`config.mk`:
```
export PLATFORM = sky130hd
export DESIGN_NAME = alu_issue_ctrl
export DESIGN_NICKNAME = d
export VERILOG_FILES = /design/src/rtl/alu_pkg.sv /design/src/rtl/cmd_fifo.sv /design/src/rtl/alu_issue_ctrl.sv
export SDC_FILE = /design/constraint.sdc
export NUM_CORES = 1
export LEC_CHECK = 0
export BUFFER_PORTS_ARGS = -buffer_cell sky130_fd_sc_hd__buf_2
export CAP_MARGIN = 20
export CORE_ASPECT_RATIO = 0.5
export CORE_MARGIN = 4
export CORE_UTILIZATION = 63
export CTS_CLUSTER_SIZE = 28
export DETAILED_ROUTE_END_ITERATION = 7
export PLACE_DENSITY = 0.85
export SYNTH_ARGS = -nofsm -noshare
export SYNTH_HDL_FRONTEND = slang
export SYNTH_SLANG_ARGS = --single-unit
```
`constraint.sdc`:
```
create_clock -name clk -period 17 [get_ports clk]
set_input_delay 0.85 -clock clk [delete_from_list [all_inputs] [get_ports clk]]
set_output_delay 0.85 -clock clk [all_outputs]
set_load 0.02 [all_outputs]
```
`src/rtl/alu_pkg.sv`:
```
// Shared opcodes, issue-stage FSM states and the divide-by-zero predicate.
package alu_pkg;

  localparam logic [3:0] ALU_ADD  = 4'b0000;
  localparam logic [3:0] ALU_SUB  = 4'b0001;
  localparam logic [3:0] ALU_MUL  = 4'b0010;
  localparam logic [3:0] ALU_DIV  = 4'b0011;
  localparam logic [3:0] ALU_MOD  = 4'b0100;
  localparam logic [3:0] ALU_AND  = 4'b0101;
  localparam logic [3:0] ALU_OR   = 4'b0110;
  localparam logic [3:0] ALU_XOR  = 4'b0111;
  localparam logic [3:0] ALU_NOR  = 4'b1000;
  localparam logic [3:0] ALU_NAND = 4'b1001;
  localparam logic [3:0] ALU_XNOR = 4'b1010;
  localparam logic [3:0] ALU_SLT  = 4'b1011;
  localparam logic [3:0] ALU_SLTU = 4'b1100;
  localparam logic [3:0] ALU_SHL  = 4'b1101;
  localparam logic [3:0] ALU_SHR  = 4'b1110;
  localparam logic [3:0] ALU_ASR  = 4'b1111;

  // Widest operand the zero check supports; callers zero-extend into it.
  localparam int unsigned DIV_CHK_W = 64;

  typedef enum logic [1:0] {
    S_IDLE  = 2'd0,
    S_SETUP = 2'd1,
    S_FIRE  = 2'd2,
    S_RESP  = 2'd3
  } state_e;

  // True when the command would divide or take a modulo by zero.
  function automatic logic is_div_zero(input logic [3:0] op, input logic [DIV_CHK_W-1:0] b);
    return ((op == ALU_DIV) || (op == ALU_MOD)) && (b == '0);
  endfunction

endpackage

```
`src/rtl/cmd_fifo.sv`:
```
// Synchronous command FIFO; head is visible combinationally, no write-through bypass.
module cmd_fifo #(
  parameter int unsigned DW    = 8,
  parameter int unsigned DEPTH = 4,
  localparam int unsigned AW   = $clog2(DEPTH),
  localparam int unsigned CW   = AW + 1
) (
  input  logic          clk,
  input  logic          rst,
  input  logic          push,
  input  logic          pop,
  input  logic [DW-1:0] wdata,
  output logic [DW-1:0] rdata,
  output logic          full,
  output logic          empty,
  output logic [CW-1:0] count
);

  logic [DW-1:0] mem_q [DEPTH];
  logic [AW-1:0] wr_ptr_q, wr_ptr_d;
  logic [AW-1:0] rd_ptr_q, rd_ptr_d;
  logic [CW-1:0] count_q, count_d;
  logic          do_push, do_pop;

  assign full  = (count_q == CW'(DEPTH));
  assign empty = (count_q == '0);
  assign count = count_q;
  assign rdata = mem_q[rd_ptr_q];

  // Pointer and occupancy update; pointers wrap because DEPTH is a power of two.
  always_comb begin
    do_push  = push && !full;
    do_pop   = pop && !empty;
    wr_ptr_d = wr_ptr_q + AW'(do_push);
    rd_ptr_d = rd_ptr_q + AW'(do_pop);
    count_d  = count_q + CW'(do_push) - CW'(do_pop);
  end

  // Control registers with synchronous flush.
  always_ff @(posedge clk) begin
    if (rst) begin
      wr_ptr_q <= '0;
      rd_ptr_q <= '0;
      count_q  <= '0;
    end else begin
      wr_ptr_q <= wr_ptr_d;
      rd_ptr_q <= rd_ptr_d;
      count_q  <= count_d;
    end
  end

  // Storage array; contents are don't-care once flushed.
  always_ff @(posedge clk) begin
    if (do_push) mem_q[wr_ptr_q] <= wdata;
  end

endmodule

```
`src/rtl/alu_issue_ctrl.sv`:
```
// Issue stage in front of the combinational ALU: queue, opcode-toggle issue, response hold.
module alu_issue_ctrl
  import alu_pkg::*;
#(
  parameter int unsigned W     = 32,
  parameter int unsigned DEPTH = 4,
  parameter int unsigned TAGW  = 4
) (
  input  logic                clk,
  input  logic                rst,
  input  logic                in_valid,
  output logic                in_ready,
  input  logic [3:0]          in_ctrl,
  input  logic [W-1:0]        in_a,
  input  logic [W-1:0]        in_b,
  input  logic [W-1:0]        in_c,
  input  logic [TAGW-1:0]     in_tag,
  output logic                out_valid,
  input  logic                out_ready,
  output logic signed [W-1:0] out_d,
  output logic [TAGW-1:0]     out_tag,
  output logic                out_err,
  output logic [3:0]          alu_ctrl,
  output logic [W-1:0]        alu_a,
  output logic [W-1:0]        alu_b,
  output logic [W-1:0]        alu_c,
  input  logic signed [W-1:0] alu_d,
  output logic                busy
);

  localparam int unsigned PW = 4 + 3 * W + TAGW;
  localparam int unsigned CW = $clog2(DEPTH) + 1;

  logic [PW-1:0]   fifo_rdata;
  logic            fifo_full, fifo_empty, fifo_pop;
  logic [CW-1:0]   fifo_count;
  logic [3:0]      h_op;
  logic [W-1:0]    h_a, h_b, h_c;
  logic [TAGW-1:0] h_tag;
  logic            issue;

  state_e                state_q, state_d;
  logic                  out_valid_q, out_valid_d;
  logic signed [W-1:0]   out_d_q, out_d_d;
  logic [TAGW-1:0]       out_tag_q, out_tag_d;
  logic                  out_err_q, out_err_d;
  logic [3:0]            alu_ctrl_q, alu_ctrl_d;
  logic [W-1:0]          alu_a_q, alu_a_d, alu_b_q, alu_b_d, alu_c_q, alu_c_d;
  logic [3:0]            op_q, op_d;
  logic [TAGW-1:0]       tag_q, tag_d;

  cmd_fifo #(.DW(PW), .DEPTH(DEPTH)) u_fifo (
    .clk   (clk),
    .rst   (rst),
    .push  (in_valid),
    .pop   (fifo_pop),
    .wdata ({in_ctrl, in_a, in_b, in_c, in_tag}),
    .rdata (fifo_rdata),
    .full  (fifo_full),
    .empty (fifo_empty),
    .count (fifo_count)
  );

  assign {h_op, h_a, h_b, h_c, h_tag} = fifo_rdata;

  assign in_ready  = !fifo_full;
  assign busy      = (state_q != S_IDLE) || (fifo_count != '0);
  assign out_valid = out_valid_q;
  assign out_d     = out_d_q;
  assign out_tag   = out_tag_q;
  assign out_err   = out_err_q;
  assign alu_ctrl  = alu_ctrl_q;
  assign alu_a     = alu_a_q;
  assign alu_b     = alu_b_q;
  assign alu_c     = alu_c_q;

  // Next-state and output decode; a pop from IDLE or a completed RESP share one issue path.
  always_comb begin
    state_d     = state_q;
    out_valid_d = out_valid_q;
    out_d_d     = out_d_q;
    out_tag_d   = out_tag_q;
    out_err_d   = out_err_q;
    alu_ctrl_d  = alu_ctrl_q;
    alu_a_d     = alu_a_q;
    alu_b_d     = alu_b_q;
    alu_c_d     = alu_c_q;
    op_d        = op_q;
    tag_d       = tag_q;
    fifo_pop    = 1'b0;
    issue       = !fifo_empty &&
                  ((state_q == S_IDLE) || ((state_q == S_RESP) && out_ready));

    case (state_q)
      S_SETUP: begin
        alu_ctrl_d = op_q;
        state_d    = S_FIRE;
      end
      S_FIRE: begin
        out_valid_d = 1'b1;
        out_d_d     = alu_d;
        out_tag_d   = tag_q;
        out_err_d   = 1'b0;
        state_d     = S_RESP;
      end
      S_RESP: begin
        if (out_ready) begin
          out_valid_d = 1'b0;
          state_d     = S_IDLE;
        end
      end
      default: ;
    endcase

    if (issue) begin
      fifo_pop = 1'b1;
      if (is_div_zero(h_op, DIV_CHK_W'(h_b))) begin
        out_valid_d = 1'b1;
        out_d_d     = '0;
        out_err_d   = 1'b1;
        out_tag_d   = h_tag;
        state_d     = S_RESP;
      end else begin
        alu_a_d    = h_a;
        alu_b_d    = h_b;
        alu_c_d    = h_c;
        alu_ctrl_d = ~h_op;
        op_d       = h_op;
        tag_d      = h_tag;
        state_d    = S_SETUP;
      end
    end
  end

  // State and output registers with synchronous reset.
  always_ff @(posedge clk) begin
    if (rst) begin
      state_q     <= S_IDLE;
      out_valid_q <= 1'b0;
      out_d_q     <= '0;
      out_tag_q   <= '0;
      out_err_q   <= 1'b0;
      alu_ctrl_q  <= '0;
      alu_a_q     <= '0;
      alu_b_q     <= '0;
      alu_c_q     <= '0;
      op_q        <= '0;
      tag_q       <= '0;
    end else begin
      state_q     <= state_d;
      out_valid_q <= out_valid_d;
      out_d_q     <= out_d_d;
      out_tag_q   <= out_tag_d;
      out_err_q   <= out_err_d;
      alu_ctrl_q  <= alu_ctrl_d;
      alu_a_q     <= alu_a_d;
      alu_b_q     <= alu_b_d;
      alu_c_q     <= alu_c_d;
      op_q        <= op_d;
      tag_q       <= tag_d;
    end
  end

endmodule
```
; ---- After elaboration in Yosys (flattened, before gate mapping)
; Memories as Yosys holds them, arrays and structs flattened. A register that Yosys moved wholly into a read port is not among the register bits.
; Index checks and enable logic that the tools add are counted.
[classes]
add_sub_neg = 4
mul = 0
div = 0
order_cmp = 0
n_eq_ne = 7
n_shift = 0
muxes = 24
bitwise = 2
n_reduce_logical = 18
[ops]
columns = operator, n
row1 = $mux 32, 3
row2 = $logic_not 32->1, 1
row3 = $mux 4, 6
row4 = $mux 1, 9
row5 = $mux 2, 4
row6 = $pmux 2 s3, 1
row7 = $logic_and 1x1->1, 5
row8 = $add 2x1->2, 2
row9 = $eq 2x2->1 const B, 2
row10 = $eq 4x2->1 const B, 1
row11 = $eq 4x3->1 const B, 1
row12 = $not 4->4, 1
row13 = $reduce_and 2->1, 2
row14 = $reduce_bool 4->1, 1
row15 = $add 3x1->3, 1
row16 = $eq 3x3->1 const B, 1
row17 = $logic_not 3->1, 1
row18 = $logic_or 1x1->1, 3
row19 = $ne 3x3->1 const B, 1
row20 = $reduce_bool 3->1, 1
row21 = $sub 3x1->3, 1
row22 = $eq 2x1->1 const B, 1
row23 = $logic_not 1->1, 2
row24 = $logic_not 2->1, 1
row25 = other kinds (3), 3
[word_totals]
regBits = 155
latchBits = 0
ram_bits = 416
romBits = 0
word_cells = 70
n_memories = 1
[mem_list]
columns = name, depth, word_bits, read_ports, rd_clocked_by_memory_dff, write_ports, line
row1 = u_fifo.mem_q, 4, 104, 1, 1, 1, cmd_fifo.sv:19  ; logic [DW-1:0] mem_q [DEPTH];

; ---- Depth between registers and ports, before layout
; Gate-level depths: netlist of the first run.
[depth]
ltp_word = 8
depth_mapped = 11

; ---- Modules after synthesis
; From an unflattened synthesis of the first run, not the netlist that was laid out.
[hier_totals]
cells_unflattened = 1251
area_unflattened_um2 = 20646.1
[by_module_without_submodules]
columns = mod, instances, cells_each, area_each_um2, seq_area_each_um2
row1 = cmd_fifo, 1, 579, 15347.2, 12632.1
row2 = alu_issue_ctrl, 1, 672, 5298.8, 2962.8

; ---- Worst setup path after synthesis of the first run
; No wires, ideal clock.
[synth_timing]
path_kind = input -> register
startpoint = input port in_valid
endpoint = memory u_fifo.mem_q[2][0] (netlist bit), enable pin
setup_ps = 716
arrival_time_ps = 8474
t_required_ps = 16284
path_slack_ps = 7810
path_stages = 2
cell_sequence = nand2_1 -> nor3b_1
[synth_between]
elab_chain_len = 3
[synth_rtl]
columns = item, line
row1 = from (decl), alu_issue_ctrl.sv:11  ; input logic in_valid,
row2 = $logic_and 1x1->1, cmd_fifo.sv:32  ; do_push = push && !full;
row3 = $mux 1, cmd_fifo.sv:54  ; if (do_push) mem_q[wr_ptr_q] <= wdata;
row4 = $mux 1 (not written as such), cmd_fifo.sv:54
row5 = to (decl), cmd_fifo.sv:19
; Every way passes these cells.

==> metrics.txt, run 1 <==
# TYPE chip_impl_metric gauge
chip_impl_info{name="cp-start-kind",value="register"} 1
chip_impl_metric{name="cts.repair.resized",unit=""} 0
chip_impl_info{name="clock_tree_from_tritoncts",value="built"} 1
chip_impl_metric{name="die_width",unit="um"} 282
chip_impl_metric{name="postSynthRegisterBits",unit=""} 571
chip_impl_metric{name="crit_arrival",unit="ps"} 5120
chip_impl_metric{name="vias",unit=""} 15700
chip_impl_metric{name="maxClockFrequency",unit="GHz"} 0.213
chip_impl_metric{name="max_cap_violations",unit=""} 0
chip_impl_metric{name="postSynthNetCount",unit=""} 1770
chip_impl_metric{name="clockBufferDepth",unit=""} 3
chip_impl_metric{name="post-route-util",unit="%"} 73.2
chip_impl_metric{name="crit_path_max_fanout",unit=""} 43
chip_impl_info{name="worstPathCellList",value="buf_4, mux4_1, nor4_2, nand3_2, buf_4, o41ai_4, buf_4, a21oi_1"} 1
chip_impl_metric{name="layout-area-overhead-vs-synth",unit="%"} 13.0
chip_impl_metric{name="firstDrtPassIters",unit=""} 6
chip_impl_metric{name="seq_area",unit="sq um"} 15600
chip_impl_metric{name="core.rowCount",unit=""} 49
chip_impl_info{name="status",value="complete, no violations"} 1
chip_impl_metric{name="leakagePower",unit="nW"} 9.66
chip_impl_metric{name="cts_setup_buffers",unit=""} 0
chip_impl_metric{name="synth_sequential_area_ratio",unit="%"} 66.1
chip_impl_metric{name="dr_vias_cell",unit=""} 6.62
chip_impl_metric{name="top_level_ports",unit=""} 280
chip_impl_metric{name="path_buf_inv",unit=""} 3
chip_impl_metric{name="synth_enable_flop_cells",unit=""} 416
chip_impl_metric{name="peakVddDrop",unit="V"} 0.000111
chip_impl_metric{name="finalInstanceArea",unit="sq um"} 26700
chip_impl_metric{name="initial_util",unit="%"} 64.8
chip_impl_metric{name="final.fill_count",unit=""} 2177
chip_impl_metric{name="worstSkewPairLatency",unit="ps"} 570
chip_impl_metric{name="antenna_found_initial",unit=""} 14
chip_impl_info{name="path_class",value="register to register"} 1
chip_impl_metric{name="worst_clock_skew",unit="ps"} 24.1
chip_impl_metric{name="finalWeightedCongestion",unit=""} 0.788
chip_impl_metric{name="drc_errors",unit=""} 0
chip_impl_metric{name="cellPowerDensity",unit="nW/um^2"} 157
chip_impl_metric{name="syn_area",unit="sq um"} 23600
chip_impl_metric{name="area_of_the_multi_input_gates",unit="sq um"} 7260
chip_impl_info{name="kind_of_end_point_of_the_critical_path",value="register"} 1
chip_impl_metric{name="dieHeight",unit="um"} 145
chip_impl_metric{name="first_pass_grt_wire_length",unit="um"} 88300
chip_impl_metric{name="worst_ep_required_time",unit="ps"} 17430
chip_impl_metric{name="async_flop_share",unit="%"} 0
chip_impl_metric{name="grt_usage",unit="%"} 28.1
chip_impl_metric{name="maxSlewViolCount",unit=""} 0
chip_impl_info{name="critical_path.slowest_cell",value="sky130_fd_sc_hd__nand3_2"} 1
chip_impl_info{name="most_repeated_library_cell_on_the_critical_path",value="sky130_fd_sc_hd__buf_4"} 1
chip_impl_metric{name="final_number_of_hold_violating_endpoints",unit=""} 0
chip_impl_metric{name="cts_hold_repair.buffers",unit=""} 0
chip_impl_metric{name="ctsHtreeMaxLevel",unit=""} 2
chip_impl_info{name="grt_setup_unrepaired",value="no"} 1
chip_impl_metric{name="drt_wl_total",unit="um"} 58600
chip_impl_metric{name="grt-ovfl-total",unit=""} 0
chip_impl_metric{name="drt_first_iter_violations",unit=""} 1896
chip_impl_metric{name="nets",unit=""} 1979
chip_impl_info{name="root_buffer_master",value="sky130_fd_sc_hd__clkbuf_16"} 1
chip_impl_metric{name="period_minus_slack",unit="ps"} 4690
chip_impl_metric{name="largest_net_degree_at_the_start_of_global_routing",unit=""} 91
chip_impl_metric{name="placement.io_buffers",unit=""} 279
chip_impl_metric{name="place_area",unit="sq um"} 25100
chip_impl_metric{name="tightestPinTransition",unit="ps"} 1210
chip_impl_metric{name="crit_path_largest_cell_delay",unit="ps"} 760
chip_impl_metric{name="timing.final.crit_share",unit="%"} 27.6
chip_impl_info{name="worst_path_dominant_cell_family",value="buffers and inverters"} 1
chip_impl_metric{name="share_of_layout_cells_above_drive_strength_1",unit="%"} 27.5
chip_impl_metric{name="setup-tns-final",unit="ps"} 0
chip_impl_metric{name="finalHoldWorstSlack",unit="ps"} 464
chip_impl_metric{name="clock-sinks",unit=""} 571
chip_impl_metric{name="synth_cell_types",unit=""} 51
chip_impl_metric{name="syn_area_per_cell",unit="sq um"} 14.5
chip_impl_metric{name="clock_pin_slew_on_the_worst_setup_and_hold_paths",unit="ps"} 70
chip_impl_metric{name="core-area",unit="sq um"} 36400
chip_impl_metric{name="synthesis.instances",unit=""} 1627
chip_impl_metric{name="cts_made_buffers",unit=""} 46
chip_impl_info{name="commonest_non_fill_non_tap_cell_in_the_layout",value="sky130_fd_sc_hd__edfxtp_1"} 1
chip_impl_metric{name="finalSetupViolations",unit=""} 0
chip_impl_metric{name="ant_nets",unit=""} 0
chip_impl_metric{name="first_global_vias",unit=""} 15700
chip_impl_metric{name="fp.dieArea",unit="sq um"} 40800
chip_impl_info{name="layout.cells.most_common_list",value="sky130_fd_sc_hd__edfxtp_1 (416), sky130_fd_sc_hd__buf_2 (278), sky130_fd_sc_hd__nand2_1 (153), sky130_fd_sc_hd__dfxtp_1 (153), sky130_fd_sc_hd__nand4_1 (102)"} 1
chip_impl_info{name="synth-main-ff-cell",value="sky130_fd_sc_hd__edfxtp_1"} 1
chip_impl_metric{name="count_of_yosys_warnings_during_synthesis",unit=""} 0
chip_impl_metric{name="dp.final_hpwl",unit="um"} 33100
chip_impl_metric{name="slew-limit-headroom",unit="%"} 19.3
chip_impl_info{name="min_path_type",value="register to register"} 1
chip_impl_metric{name="wire_per_inst",unit="um"} 24.7
[layout make-up]
class	instances	share of cell area, %
Sequential cell	571	58.5
Tap cell	484	2.27
Clock buffer	63	4.95
Multi-Input combinational cell	908	27.2
Clock inverter	23	0.788
Antenna cell	12	0.113
Timing Repair Buffer	306	6.08
Inverter	3	0.0422
[sequential cells by signal, indices dropped and copies added (netlist names)]
signal,flops
u_fifo.count,3
out_err,1
u_fifo.rd_ptr_q,2
op_q,4
state_q,2
alu_c,32
out_d,32
tag_q,4
u_fifo.mem_q,416
alu_ctrl,4
alu_b,32
alu_a,32
u_fifo.wr_ptr_q,2
out_valid,1
out_tag,4
[worst min-delay path, stage by stage, from the launching register on]
cell and delay, ps:
sky130_fd_sc_hd__dfxtp_1 310, sky130_fd_sc_hd__nand2_1 50, sky130_fd_sc_hd__a21oi_1 50
[Yosys cell counts (2+ instances only)]
library cell	number	area, sq um
sky130_fd_sc_hd__a21oi_1	6	30.0
sky130_fd_sc_hd__a21oi_2	30	263
sky130_fd_sc_hd__a22oi_1	74	556
sky130_fd_sc_hd__and2b_1	2	15.0
sky130_fd_sc_hd__and3_1	80	500
sky130_fd_sc_hd__buf_1	10	37.5
sky130_fd_sc_hd__buf_12	2	40.0
sky130_fd_sc_hd__buf_2	45	225
sky130_fd_sc_hd__buf_4	2	15.0
sky130_fd_sc_hd__buf_6	15	169
sky130_fd_sc_hd__clkbuf_1	66	248
sky130_fd_sc_hd__dfxtp_1	155	3100
sky130_fd_sc_hd__dlygate4sd3_1	4	40.0
sky130_fd_sc_hd__edfxtp_1	416	12500
sky130_fd_sc_hd__ha_1	2	25.0
sky130_fd_sc_hd__inv_1	3	11.3
sky130_fd_sc_hd__mux2i_1	8	80.1
sky130_fd_sc_hd__mux4_1	18	473
sky130_fd_sc_hd__mux4_2	86	1940
sky130_fd_sc_hd__nand2_1	153	574
sky130_fd_sc_hd__nand2b_1	4	25.0
sky130_fd_sc_hd__nand3_1	76	380
sky130_fd_sc_hd__nand4_1	102	638
sky130_fd_sc_hd__nor2_1	18	67.6
sky130_fd_sc_hd__nor2b_1	101	632
sky130_fd_sc_hd__nor3_1	5	25.0
sky130_fd_sc_hd__nor4_1	11	68.8
sky130_fd_sc_hd__nor4_4	3	63.8
sky130_fd_sc_hd__o211ai_1	26	195
sky130_fd_sc_hd__o21ai_0	68	340
sky130_fd_sc_hd__o21ai_1	7	35.0
sky130_fd_sc_hd__or2_2	2	12.5
sky130_fd_sc_hd__or3_1	6	37.5
sky130_fd_sc_hd__xnor2_1	4	35.0
[power by group]
part	switching (mW)	internal [mW]	total, mW
Combinational	0.766	0.469	1.23
Sequential	0.116	1.74	1.85
Clock	0.489	0.606	1.09
[metal layers]
metal	track usage (%)	wire, um	up-vias
li1	-	-	6752
met1	36.4	21100	7679
met2	46.7	29200	1045
met3	5.24	5380	214
met4	13.9	2830	8
met5	0	42	-
[per-stage QoR]
step / power (mW) / setup WS, ps / std cells
finish: 4.18 / 12310 / 2370
floorplan: 2.74 / 7810 / 1627
global placement: 3.05 / 12390 / 2271
CTS: 4.18 / 12360 / 2357
detailed placement: 3.09 / 12430 / 2271
global route: 4.36 / 12090 / 2370
[path summary, 6_finish.rpt]
| check | slack, ps | start | to | cells after the start |
|---|---|---|---|---|
| hold reg to reg | 460 | out_d[0] | out_d[0] | 2 |
| setup reg to reg | 12310 | u_fifo.rd_ptr_q[0] | out_d[0] | 8 |
| setup / recovery | 12310 | u_fifo.rd_ptr_q[0] | out_d[0] | 8 |
| hold / removal | 460 | out_d[0] | out_d[0] | 2 |
[logic make-up after synthesis]
group | synth area share, %
AO/OA/AOI/OAI | 6.47
XOR/XNOR | 0.186
adder cells (fa/ha/maj) | 0.191
buffers and inverters | 3.37
flip-flops | 66.1
multiplexers | 10.6
AND/OR/NAND/NOR | 13.1
No activity file was read; power rests on OpenSTA's default activity.
==> run 2: changes to the inputs <==
--- a/config.mk
+++ b/config.mk
@@ -9,10 +9,10 @@
 export CAP_MARGIN = 20
 export CORE_ASPECT_RATIO = 0.5
 export CORE_MARGIN = 4
-export CORE_UTILIZATION = 63
+export CORE_UTILIZATION = 53
 export CTS_CLUSTER_SIZE = 28
 export DETAILED_ROUTE_END_ITERATION = 7
-export PLACE_DENSITY = 0.85
+export PLACE_DENSITY = 0.76
 export SYNTH_ARGS = -nofsm -noshare
 export SYNTH_HDL_FRONTEND = slang
 export SYNTH_SLANG_ARGS = --single-unit
==> constraint.sdc (replaced) <==
create_clock -name clk -period 4.3 [get_ports clk]
set_input_delay 0.215 -clock clk [delete_from_list [all_inputs] [get_ports clk]]
set_output_delay 0.215 -clock clk [all_outputs]
set_load 0.02 [all_outputs]
==> metrics.txt, run 2 (synthesis results as in run 1) <==
# TYPE chip_impl_metric gauge
chip_impl_metric{name="layout-area-overhead-vs-synth",unit="%"} 20.2
chip_impl_metric{name="drt_wl_total",unit="um"} 59500
chip_impl_metric{name="largest_reg_flops",unit=""} 416
chip_impl_metric{name="path_buf_inv",unit=""} 3
chip_impl_info{name="status",value="complete, no violations"} 1
chip_impl_metric{name="die_width",unit="um"} 306
chip_impl_metric{name="first_pass_grt_wire_length",unit="um"} 91800
chip_impl_metric{name="finalSetupViolations",unit=""} 0
chip_impl_metric{name="placement.io_buffers",unit=""} 279
chip_impl_metric{name="drc_errors",unit=""} 0
chip_impl_metric{name="ctsHtreeMaxLevel",unit=""} 2
chip_impl_metric{name="maxClockFrequency",unit="GHz"} 0.273
chip_impl_metric{name="max_cap_violations",unit=""} 0
chip_impl_metric{name="fp.dieArea",unit="sq um"} 48200
chip_impl_metric{name="clock_pin_slew_on_the_worst_setup_and_hold_paths",unit="ps"} 70
chip_impl_metric{name="clock-sinks",unit=""} 571
chip_impl_info{name="worstPathCellList",value="buf_4, mux4_1, nor4_1, nand4_1, buf_12, o41ai_4, buf_12, a21oi_2"} 1
chip_impl_metric{name="drt_first_iter_violations",unit=""} 1677
chip_impl_metric{name="cellPowerDensity",unit="nW/um^2"} 587
chip_impl_metric{name="firstDrtPassIters",unit=""} 5
chip_impl_metric{name="dr_vias_cell",unit=""} 6.12
chip_impl_metric{name="dp_worst_setup_slack",unit="ps"} 717
chip_impl_info{name="worst_path_dominant_cell_family",value="buffers and inverters"} 1
chip_impl_metric{name="final_number_of_hold_violating_endpoints",unit=""} 0
chip_impl_metric{name="grt-ovfl-total",unit=""} 0
chip_impl_metric{name="peakVddDrop",unit="V"} 0.000421
chip_impl_metric{name="first_global_vias",unit=""} 16200
chip_impl_metric{name="tightestPinTransition",unit="ps"} 1090
chip_impl_metric{name="layoutNonFillerInstCount",unit=""} 2619
chip_impl_metric{name="initial_util",unit="%"} 53.9
chip_impl_metric{name="grt_usage",unit="%"} 24.3
chip_impl_info{name="grt_setup_unrepaired",value="no"} 1
chip_impl_metric{name="worstSkewPairLatency",unit="ps"} 580
chip_impl_info{name="top_register",value="u_fifo.mem_q"} 1
chip_impl_metric{name="final.fill_count",unit=""} 2999
chip_impl_metric{name="numPlacedInstances",unit=""} 2386
chip_impl_info{name="root_buffer_master",value="sky130_fd_sc_hd__clkbuf_16"} 1
chip_impl_info{name="kind_of_end_point_of_the_critical_path",value="register"} 1
chip_impl_metric{name="crit_path_max_fanout",unit=""} 84
chip_impl_info{name="min_path_type",value="input port to register"} 1
chip_impl_info{name="critical_path.slowest_cell",value="sky130_fd_sc_hd__dfxtp_4"} 1
chip_impl_info{name="path_class",value="register to register"} 1
chip_impl_info{name="commonest_non_fill_non_tap_cell_in_the_layout",value="sky130_fd_sc_hd__edfxtp_1"} 1
chip_impl_metric{name="core-area",unit="sq um"} 43800
chip_impl_metric{name="crit_path_largest_cell_delay",unit="ps"} 670
chip_impl_info{name="layout.cells.most_common_list",value="sky130_fd_sc_hd__edfxtp_1 (416), sky130_fd_sc_hd__buf_2 (278), sky130_fd_sc_hd__nand2_1 (153), sky130_fd_sc_hd__dfxtp_1 (153), sky130_fd_sc_hd__dlygate4sd3_1 (137)"} 1
chip_impl_metric{name="nets",unit=""} 2129
chip_impl_metric{name="dieHeight",unit="um"} 157
chip_impl_metric{name="share_of_layout_cells_above_drive_strength_1",unit="%"} 26.0
chip_impl_metric{name="finalWeightedCongestion",unit=""} 0.770
chip_impl_metric{name="maxSlewViolCount",unit=""} 0
chip_impl_metric{name="antenna_found_initial",unit=""} 3
chip_impl_info{name="clock_tree_from_tritoncts",value="built"} 1
chip_impl_metric{name="wire_per_inst",unit="um"} 22.7
chip_impl_metric{name="cts_made_buffers",unit=""} 49
chip_impl_metric{name="dp.final_hpwl",unit="um"} 33200
chip_impl_metric{name="top_level_ports",unit=""} 280
chip_impl_metric{name="worst_slack",unit="ps"} 641
chip_impl_metric{name="clockBufferDepth",unit=""} 3
chip_impl_metric{name="largest_net_degree_at_the_start_of_global_routing",unit=""} 99
chip_impl_metric{name="p_total",unit="mW"} 16.6
chip_impl_metric{name="worst_ep_required_time",unit="ps"} 4750
chip_impl_metric{name="setup-tns-final",unit="ps"} 0
chip_impl_metric{name="crit_arrival",unit="ps"} 4110
chip_impl_metric{name="cts_setup_buffers",unit=""} 0
chip_impl_metric{name="period_minus_slack",unit="ps"} 3660
chip_impl_metric{name="post-route-util",unit="%"} 64.7
chip_impl_metric{name="ant_nets",unit=""} 0
chip_impl_metric{name="slew-limit-headroom",unit="%"} 27.1
chip_impl_metric{name="worst_clock_skew",unit="ps"} 20.5
chip_impl_metric{name="leakagePower",unit="nW"} 10.3
chip_impl_metric{name="setup_slack_on_the_worst_flop_to_flop_path",unit="ps"} 640
chip_impl_info{name="cp-start-kind",value="register"} 1
chip_impl_info{name="most_repeated_library_cell_on_the_critical_path",value="sky130_fd_sc_hd__buf_12"} 1
chip_impl_metric{name="timing.final.crit_share",unit="%"} 85.1
chip_impl_metric{name="core.rowCount",unit=""} 54
chip_impl_metric{name="vias",unit=""} 16000
run 2: where the power goes:
group / internal [mW] / total [mW] / leakage [nW] / switching [mW]
Clock: 2.40 / 4.36 / 0.762 / 1.96
Sequential: 6.87 / 7.34 / 5.09 / 0.469
Combinational: 1.94 / 4.94 / 4.47 / 3.00
Total: 11.2 / 16.6 / 10.3 / 5.43
run 2: final timing paths:
kind	startpoint	cells past startpoint	endpoint
worst min-delay path	rst	4	alu_a[7]
worst max-delay path	u_fifo.rd_ptr_q[0]	8	out_d[29]
worst min register to register	out_err	2	out_err
worst max register to register	u_fifo.rd_ptr_q[0]	8	out_d[29]
run 2: area by class of cell:
type,count,area [sq um],area share (%)
flip-flops and latches,571,15600,55.0
multi-input cells,908,7270,25.7
repair buffers,453,3150,11.1
clock buffers,63,1350,4.77
well taps,588,736,2.60
clock inverters,28,211,0.746
diodes,5,12.5,0.0441
inverters,3,11.3,0.0397
run 2: stage by stage:
step                      instance area (sq um)  hold slack, ps
after global placement                    25400             429
after CTS                                 28300             308
after global routing                      28300             369
final                                     28300             321
after detailed placement                  25400             433
after floorplan                           23600             314
run 2: per-layer routing:
metal	part of all wire (%)	vias up	track usage, %
met5	0.022	-	0
met4	3.6	2	10.2
met3	6.4	152	3.58
met2	52	745	42.7
met1	38	8090	30.7
li1	-	7047	-
run 2: timing repair:
action | in CTS | in global routing
hold endpoints to repair | 449 | 0
resized for setup | 0 | 0
hold buffers | 137 | 0
run 2: worst reg2reg max path: stages, from the launching register on:
cell                      delay [ps]
sky130_fd_sc_hd__dfxtp_4         670
sky130_fd_sc_hd__buf_4           350
sky130_fd_sc_hd__mux4_1          620
sky130_fd_sc_hd__nor4_1          560
sky130_fd_sc_hd__nand4_1         280
sky130_fd_sc_hd__buf_12          290
sky130_fd_sc_hd__o41ai_4         410
sky130_fd_sc_hd__buf_12          280
sky130_fd_sc_hd__a21oi_2          80
==> run 3: changes to the inputs <==
==> constraint.sdc (replaced) <==
create_clock -name clk -period 4.3 [get_ports clk]
set_input_delay 0.645 -clock clk [delete_from_list [all_inputs] [get_ports clk]]
set_output_delay 0.645 -clock clk [all_outputs]
set_load 0.02 [all_outputs]
==> metrics.txt, run 3 (synthesis results as in run 1) <==
# TYPE chip_impl_metric gauge
chip_impl_info{name="status",value="complete, no violations"} 1
chip_impl_info{name="kind_of_end_point_of_the_critical_path",value="register"} 1
chip_impl_metric{name="dr_vias_cell",unit=""} 6.13
chip_impl_metric{name="seq_area",unit="sq um"} 15600
chip_impl_metric{name="slew-limit-headroom",unit="%"} 31.4
chip_impl_metric{name="cts_made_buffers",unit=""} 50
chip_impl_metric{name="wire_per_inst",unit="um"} 23.1
chip_impl_metric{name="maxClockFrequency",unit="GHz"} 0.273
chip_impl_metric{name="finalWeightedCongestion",unit=""} 0.773
chip_impl_metric{name="fp.dieArea",unit="sq um"} 48200
chip_impl_metric{name="layoutNonFillerInstCount",unit=""} 2489
chip_impl_metric{name="firstDrtPassIters",unit=""} 5
chip_impl_metric{name="dieHeight",unit="um"} 157
chip_impl_info{name="clock_tree_from_tritoncts",value="built"} 1
chip_impl_metric{name="nets",unit=""} 1994
chip_impl_metric{name="cts_hold_repair.buffers",unit=""} 0
chip_impl_metric{name="dp_worst_setup_slack",unit="ps"} 695
chip_impl_metric{name="leakagePower",unit="nW"} 9.79
chip_impl_metric{name="core.rowCount",unit=""} 54
chip_impl_metric{name="drt_first_iter_violations",unit=""} 1567
chip_impl_metric{name="initial_util",unit="%"} 53.9
chip_impl_metric{name="grt_usage",unit="%"} 23.5
chip_impl_info{name="min_path_type",value="input port to register"} 1
chip_impl_metric{name="worst_slack",unit="ps"} 638
chip_impl_info{name="worstPathCellList",value="buf_4, mux4_1, nor4_1, nand4_1, buf_12, o41ai_4, buf_12, a21oi_1"} 1
chip_impl_metric{name="cellPowerDensity",unit="nW/um^2"} 616
chip_impl_metric{name="max_cap_violations",unit=""} 0
chip_impl_metric{name="period_minus_slack",unit="ps"} 3660
chip_impl_metric{name="final.fill_count",unit=""} 3250
chip_impl_metric{name="worst_ep_required_time",unit="ps"} 4740
chip_impl_metric{name="first_pass_grt_wire_length",unit="um"} 88500
chip_impl_info{name="root_buffer_master",value="sky130_fd_sc_hd__clkbuf_16"} 1
chip_impl_metric{name="final_number_of_hold_violating_endpoints",unit=""} 0
chip_impl_metric{name="drt_wl_total",unit="um"} 57500
chip_impl_metric{name="first_global_vias",unit=""} 15300
chip_impl_info{name="critical_path.slowest_cell",value="sky130_fd_sc_hd__mux4_1"} 1
chip_impl_metric{name="antenna_found_initial",unit=""} 14
chip_impl_metric{name="largest_reg_flops",unit=""} 416
chip_impl_metric{name="top_level_ports",unit=""} 280
chip_impl_metric{name="crit_arrival",unit="ps"} 4110
chip_impl_info{name="commonest_non_fill_non_tap_cell_in_the_layout",value="sky130_fd_sc_hd__edfxtp_1"} 1
chip_impl_metric{name="ant_nets",unit=""} 0
chip_impl_info{name="path_class",value="register to register"} 1
chip_impl_metric{name="ctsHtreeMaxLevel",unit=""} 2
chip_impl_metric{name="die_width",unit="um"} 306
chip_impl_metric{name="largest_net_degree_at_the_start_of_global_routing",unit=""} 117
chip_impl_info{name="cp-start-kind",value="register"} 1
chip_impl_metric{name="worst_clock_skew",unit="ps"} 23.9
chip_impl_metric{name="drc_errors",unit=""} 0
chip_impl_metric{name="clock_pin_slew_on_the_worst_setup_and_hold_paths",unit="ps"} 70
chip_impl_info{name="top_register",value="u_fifo.mem_q"} 1
chip_impl_metric{name="vias",unit=""} 15300
chip_impl_metric{name="timing.final.crit_share",unit="%"} 85.2
chip_impl_metric{name="layout-area-overhead-vs-synth",unit="%"} 14.8
chip_impl_metric{name="cts.repair.resized",unit=""} 0
chip_impl_metric{name="finalSetupViolations",unit=""} 0
chip_impl_metric{name="crit_path_largest_cell_delay",unit="ps"} 650
chip_impl_metric{name="cts_setup_buffers",unit=""} 0
chip_impl_info{name="grt_setup_unrepaired",value="no"} 1
chip_impl_metric{name="p_total",unit="mW"} 16.7
chip_impl_metric{name="setup-tns-final",unit="ps"} 0
chip_impl_metric{name="dp.final_hpwl",unit="um"} 33900
chip_impl_metric{name="placement.io_buffers",unit=""} 279
chip_impl_metric{name="grt-ovfl-total",unit=""} 0
chip_impl_metric{name="tightestPinTransition",unit="ps"} 1030
chip_impl_metric{name="share_of_layout_cells_above_drive_strength_1",unit="%"} 27.9
chip_impl_info{name="most_repeated_library_cell_on_the_critical_path",value="sky130_fd_sc_hd__buf_12"} 1
chip_impl_info{name="layout.cells.most_common_list",value="sky130_fd_sc_hd__edfxtp_1 (416), sky130_fd_sc_hd__buf_2 (278), sky130_fd_sc_hd__nand2_1 (153), sky130_fd_sc_hd__dfxtp_1 (153), sky130_fd_sc_hd__nand4_1 (102)"} 1
chip_impl_metric{name="crit_path_max_fanout",unit=""} 84
chip_impl_metric{name="clock-sinks",unit=""} 571
chip_impl_metric{name="area_of_the_multi_input_gates",unit="sq um"} 7270
chip_impl_metric{name="maxSlewViolCount",unit=""} 0
chip_impl_metric{name="worstSkewPairLatency",unit="ps"} 580
chip_impl_metric{name="clockBufferDepth",unit=""} 3
chip_impl_metric{name="core-area",unit="sq um"} 43800
chip_impl_metric{name="numPlacedInstances",unit=""} 2387
chip_impl_metric{name="peakVddDrop",unit="V"} 0.000473
## run 3: worst max-delay path, delay by kind of cell, from the launching register on
kind / cells / cell delay (ps)
buffers and inverters: 3 / 940
and+or+nand+nor: 2 / 820
AOI/OAI and AO/OA: 2 / 510
DFF: 1 / 570
muxes: 1 / 650
## run 3: final timing paths
kind / start / endpoint / slack, ps / cells past startpoint
max reg2reg: u_fifo.rd_ptr_q[0] / out_d[0] / 640 / 8
min: in_a[17] / u_fifo.mem_q[0][85] / 280 / 1
max: u_fifo.rd_ptr_q[0] / out_d[0] / 640 / 8
min reg2reg: out_d[31] / out_d[31] / 460 / 2
## run 3: layout make-up
| type | count | area share, % |
|---|---|---|
| tap | 588 | 2.72 |
| antenna | 9 | 0.0831 |
| multi-input combinational | 908 | 26.9 |
| inverter | 3 | 0.0416 |
| sequential | 571 | 57.6 |
| clock buffer | 75 | 5.34 |
| timing repair buffer | 317 | 6.68 |
| clock inverter | 18 | 0.702 |
## run 3: through the flow
step	cell area, sq um	utilization (%)	hold slack (ps)
after floorplan	23600	-	520
after global placement	25400	58.1	441
after detailed placement	25400	58.1	446
after CTS	27100	61.8	247
after global routing	27100	61.9	255
final	27100	61.9	278
## run 3: metal layers
layer	part of all wire (%)	routed length, um	track usage [%]
met3	6.5	3720	4.21
met4	3.7	2130	9.58
met1	40	22700	30.4
met5	0.10	59	0
met2	50	28900	40.1
## run 3: where the power goes
part	internal, mW	leakage, nW	switching (mW)
combinational	1.88	3.91	3.01
clock	2.56	0.793	1.93
sequential	6.87	5.09	0.437
